File: src/rtl/regfifo_push_arbiter.sv
// Round-robin, packet-locked arbiter sharing one register-FIFO push port among NUM_REQ producers.
// Optional lock watchdog is built when REGFIFO_ARB_TIMEOUT_EN is defined.
module regfifo_push_arbiter #(
  parameter int NUM_REQ = 4,
  parameter int DATA_W  = 60,
  parameter int DEPTH_W = 4
) (
  input  logic                      clockCore,
  input  logic                      resetCore,
  input  logic [NUM_REQ-1:0]        reqValid,
  input  logic [NUM_REQ-1:0]        reqLast,
  input  logic [NUM_REQ*DATA_W-1:0] reqData,
  output logic [NUM_REQ-1:0]        reqReady,
  output logic                      fifoPush,
  output logic [DATA_W-1:0]         fifoDataIn,
  input  logic                      fifoFull,
  input  logic                      fifoAlmostFull,
  input  logic                      fifoOverrun,
  input  logic [DEPTH_W-1:0]        cfgAfThreshold,
  output logic [DEPTH_W-1:0]        fifoAfThreshold,
  output logic [2:0]                grantId,
  output logic                      busy,
  output logic                      errOverrun,
  output logic                      errTimeout,
  input  logic                      errClear
);

  localparam logic [0:0] IDLE = 1'b0;
  localparam logic [0:0] LOCK = 1'b1;

  logic [0:0]         state_q, state_d;
  logic [2:0]         rr_ptr_q, rr_ptr_d;
  logic [2:0]         grant_q, grant_d;
  logic [DEPTH_W-1:0] thr_q;
  logic               err_ovr_q;
  logic [7:0]         valid_pad, last_pad;
  logic [DATA_W-1:0]  data_arr [8];
  logic [2:0]         win_idx;
  logic [2:0]         rr_after_owner;
  logic               in_lock, beat_acc, pkt_done, wd_expire;

  assign valid_pad = 8'(reqValid);
  assign last_pad  = 8'(reqLast);

  // Fixed 8-entry view of the data bus so the 3-bit owner index always selects in range.
  for (genvar gi = 0; gi < 8; gi++) begin : g_slice
    if (gi < NUM_REQ) begin : g_real
      assign data_arr[gi] = reqData[gi*DATA_W +: DATA_W];
      assign reqReady[gi] = beat_acc & (grant_q == 3'(gi));
    end else begin : g_pad
      assign data_arr[gi] = '0;
    end
  end

  assign in_lock  = (state_q == LOCK);
  assign beat_acc = in_lock & valid_pad[grant_q] & ~fifoFull;
  assign pkt_done = beat_acc & last_pad[grant_q];

  assign fifoPush        = beat_acc;
  assign fifoDataIn      = resetCore ? data_arr[grant_q] : '0;
  assign fifoAfThreshold = thr_q;
  assign grantId         = grant_q;
  assign busy            = in_lock;
  assign errOverrun      = err_ovr_q;

  function automatic logic [2:0] wrap_add(input logic [2:0] base, input int k);
    int s;
    s = int'(base) + k;
    if (s >= NUM_REQ) s = s - NUM_REQ;
    return 3'(s);
  endfunction

  // Walk offsets from high to low so the smallest offset from rr_ptr_q wins.
  always_comb begin
    win_idx = rr_ptr_q;
    for (int k = NUM_REQ - 1; k >= 0; k--) begin
      if (valid_pad[wrap_add(rr_ptr_q, k)]) win_idx = wrap_add(rr_ptr_q, k);
    end
  end

  assign rr_after_owner = (grant_q == 3'(NUM_REQ - 1)) ? 3'd0 : grant_q + 3'd1;

  always_comb begin
    state_d  = state_q;
    rr_ptr_d = rr_ptr_q;
    grant_d  = grant_q;
    case (state_q)
      IDLE: begin
        if ((|reqValid) && !fifoAlmostFull) begin
          grant_d = win_idx;
          state_d = LOCK;
        end
      end
      default: begin
        if (pkt_done || wd_expire) begin
          state_d  = IDLE;
          rr_ptr_d = rr_after_owner;
        end
      end
    endcase
  end

  always_ff @(posedge clockCore or negedge resetCore) begin
    if (!resetCore) begin
      state_q   <= IDLE;
      rr_ptr_q  <= 3'd0;
      grant_q   <= 3'd0;
      thr_q     <= '0;
      err_ovr_q <= 1'b0;
    end else begin
      state_q  <= state_d;
      rr_ptr_q <= rr_ptr_d;
      grant_q  <= grant_d;
      thr_q    <= cfgAfThreshold;
      if (fifoOverrun)   err_ovr_q <= 1'b1;
      else if (errClear) err_ovr_q <= 1'b0;
    end
  end

`ifdef REGFIFO_ARB_TIMEOUT_EN
  logic [15:0] wd_q, wd_d;
  logic        err_to_q;

  assign wd_expire  = in_lock & ~beat_acc & (wd_q == 16'hFFFF);
  assign errTimeout = err_to_q;

  always_comb begin
    wd_d = 16'd0;
    if (in_lock && !beat_acc && !wd_expire) wd_d = wd_q + 16'd1;
  end

  always_ff @(posedge clockCore or negedge resetCore) begin
    if (!resetCore) begin
      wd_q     <= 16'd0;
      err_to_q <= 1'b0;
    end else begin
      wd_q <= wd_d;
      if (wd_expire)     err_to_q <= 1'b1;
      else if (errClear) err_to_q <= 1'b0;
    end
  end
`else
  assign wd_expire  = 1'b0;
  assign errTimeout = 1'b0;
`endif

endmodule
File: config.mk
export PLATFORM = sky130hd
export DESIGN_NAME = regfifo_push_arbiter
export DESIGN_NICKNAME = d
export VERILOG_FILES = /design/src/rtl/regfifo_push_arbiter.sv
export SDC_FILE = /design/constraint.sdc
export NUM_CORES = 1
export LEC_CHECK = 0
export ABC_CLOCK_PERIOD_IN_PS = 2890
export CORE_AREA = 10 10 122 124
export DETAILED_ROUTE_END_ITERATION = 16
export DIE_AREA = 0 0 132 134
export GPL_ROUTABILITY_DRIVEN = 0
export PLACE_DENSITY = 0.75
export SLEW_MARGIN = 20
export SYNTH_ARGS = -nofsm -noshare
export SYNTH_HDL_FRONTEND = slang
export SYNTH_SLANG_ARGS = --single-unit
File: constraint.sdc
create_clock -name clockCore -period 2.89 [get_ports clockCore]
set_input_delay 0.7225 -clock clockCore [delete_from_list [all_inputs] [get_ports clockCore]]
set_output_delay 0.7225 -clock clockCore [all_outputs]
set_load 0.005 [all_outputs]
==> reports/results.txt <==
CP Capture Type - output pin
most frequent cells in the layout - clkdlybuf4s50_1, mux4_2, nor2b_1
Final Setup Violations - 0
port bufs - 331
status - finished, final reports clean
ratio of cells with drive above 1 in the final layout - 0.188
mapped cell area - 2740 um^2
RSZ-0062 raised after global routing - no
initial core utilization - 0.220
Post-synth EDFFs - 0
path depth of the worst reg2reg path - 7
Synth top area share - 0.509
setup TNS - 0 ps
largest net degree at the start of global routing - 42
CTS max path bufs - 2
final worst slack - 97.7 ps
Non-Filler Instances - 738
Psw - 1.28 mW
RR Startpoint - rr_ptr_q[1]
row count - 41
Clock Sinks - 12
worst path required time - 2170 ps
Cell variety after synth - 45
Worst Clk Skew - 3.41 ps
drt total wl - 18,300 um
final instance area - 6480 um^2
hold slack - 482 ps
Die H - 134 um
Hold EP - errOverrun
Via density - 4.79
GRT Resource Usage Total - 0.188
Synthesis Warnings - 0
internal power - 2.32 mW
Mapped Nets - 495
post-route ant nets - 0
logic gate share of total power - 0.854
cell count after synthesis - 231
leakage power - 2.65 nW
Post-synth ARST share - 1.00
Die X - 132 um
crit path kind - in -> out
post-placement cell area - 6300 um^2
Die ar. - 17,700 um^2
core area - 12,500 um^2
fmax - 358 MHz
worst setup path startpoint - reqData[202]
Clock transition at path regs - 40 ps
period utilisation layout - 0.966
crit-path max FO - 1
layout filler cell count - 1,107
hold_buf cts - 0
WHS Path Cells - 1
vias post-DR - 3,535
first-pass GRT wire length - 26,100 um
Clk pwr share - 0.069
normalized max-slew margin - 0.566
PD cells - 556 nW/um^2
pins over their slew limit - 0
worst ir drop on vdd - 639 uV
Reg2Reg Setup Slack - 540 ps
area growth from synthesis to layout - 136%
CTS Buf Count - 3
CTS root buf - clkbuf_16
largest cells by area after synthesis - mux4_2, nor2b_1, dfrtp_1
most common cell after layout, fill and taps aside - clkdlybuf4s50_1
register area share after synthesis - 0.109
# DRC - 0
final net count - 829
IO Pins - 333
1st-pass router iterations - 4
Max Cap Violations - 0
Worst setup SP type - primary input
Worst-Skew Late Latency - 230 ps
Hold Fails Final Rpt - 0
type of the worst min-delay path - reg -> reg
Starting DRT DRC Count - 210
#FFs+latches synth - 12
sw frac - 0.356
cell total after placement - 722
RR Endpoint - grantId[0]
htree depth - 1
vias in the first global route - 3,933
CTS tree - built
Post-Place Setup Slack - -374 ps
Sequential Power Share - 0.077
Layout Utilization - 0.520
dpl hpwl - 15,400 um
largest area contributor in the netlist - mux4_2
Arr. time, crit path - 2070 ps
global route total overflow - 0
Min-Delay Startpoint - errOverrun
final critical-path required period - 2790 ps
syn avg cell area - 11.9 um^2
top_reg_cell synth - dfrtp_1
antenna violations before repair - 2
Worst Max-Slew Pin Slew - 645 ps
Design Power - 3.60 mW
WL/cell - 24.8 um
how the worst max path moves through the flow:
stage                     end  depth (start not counted)  slack [ps]
2_1_floorplan     reqReady[0]                          5         460
3_3_place_gp         fifoPush                          5        -380
3_5_place_dp         fifoPush                          5        -370
4_1_cts        fifoDataIn[32]                          5         0.3
5_1_grt        fifoDataIn[20]                          6          50
6_report       fifoDataIn[22]                          4         100
timing repair:
action,in CTS,in global routing
cloned,1,2
buffers inserted,3,4
resized for setup,81,9
endpoints found under the setup margin,63,7
power groups by stage:
stage                     logic (mW)  clock network [mW]  registers (mW)
after floorplan                 1.79                   0           0.247
after global placement          3.00                   0           0.291
after detailed placement        3.06                   0           0.290
after CTS                       2.99               0.253           0.295
after global routing            3.30               0.263           0.287
final                           3.08               0.248           0.277
cell usage after synthesis, types with 2 or more instances:
master and count:
mux2i_1 2, mux2_2 2, o21ai_0 3, nand2_1 8, clkbuf_1 12, o21ai_1 2
mux4_2 62, nand2b_1 2, nand4_1 2, ha_1 6, nor3_1 2, buf_6 4
and2_1 5, inv_1 5, a31oi_1 3, a21o_1 2, dfrtp_1 12, nor2_1 3
buf_2 8, nor2b_1 61
kinds of logic after synthesis:
group	after synthesis	share of synthesized area
flip-flops	12	0.109
AO/OA/AOI/OAI	20	0.0520
other	1	0.00137
adder cells (fa/ha/maj)	6	0.0274
AND/OR/NAND/NOR	92	0.202
multiplexers	69	0.546
buffers and inverters	31	0.0620
worst max-delay path, stage by stage:
cell,delay [ps]
clkdlybuf4s50_1,450
mux4_2,490
nor2b_1,150
dlygate4sd2_1,260
layer usage:
metal	wire, um	global-route usage	up-vias
met4	360	0.0457	0
li1	-	-	1582
met3	1350	0.0467	18
met1	6480	0.199	1733
met2	10100	0.363	202
met5	0	0	-
cell type report:
| cell class | count | area [um^2] | area share |
|---|---|---|---|
| antenna | 2 | 5.00 | 0.000773 |
| clock buffer | 4 | 78.8 | 0.0122 |
| inverter | 5 | 18.8 | 0.00290 |
| multi-input combinational | 188 | 2290 | 0.353 |
| sequential | 12 | 305 | 0.0471 |
| tap | 172 | 215 | 0.0332 |
| timing repair buffer | 355 | 3570 | 0.551 |
flip-flops by register name (all words and copies together), names as in the netlist:
name and flops:
grantId 3, errOverrun 1, rr_ptr_q 3, busy 1
fifoAfThreshold 4
(Power assumes the default switching activity.)
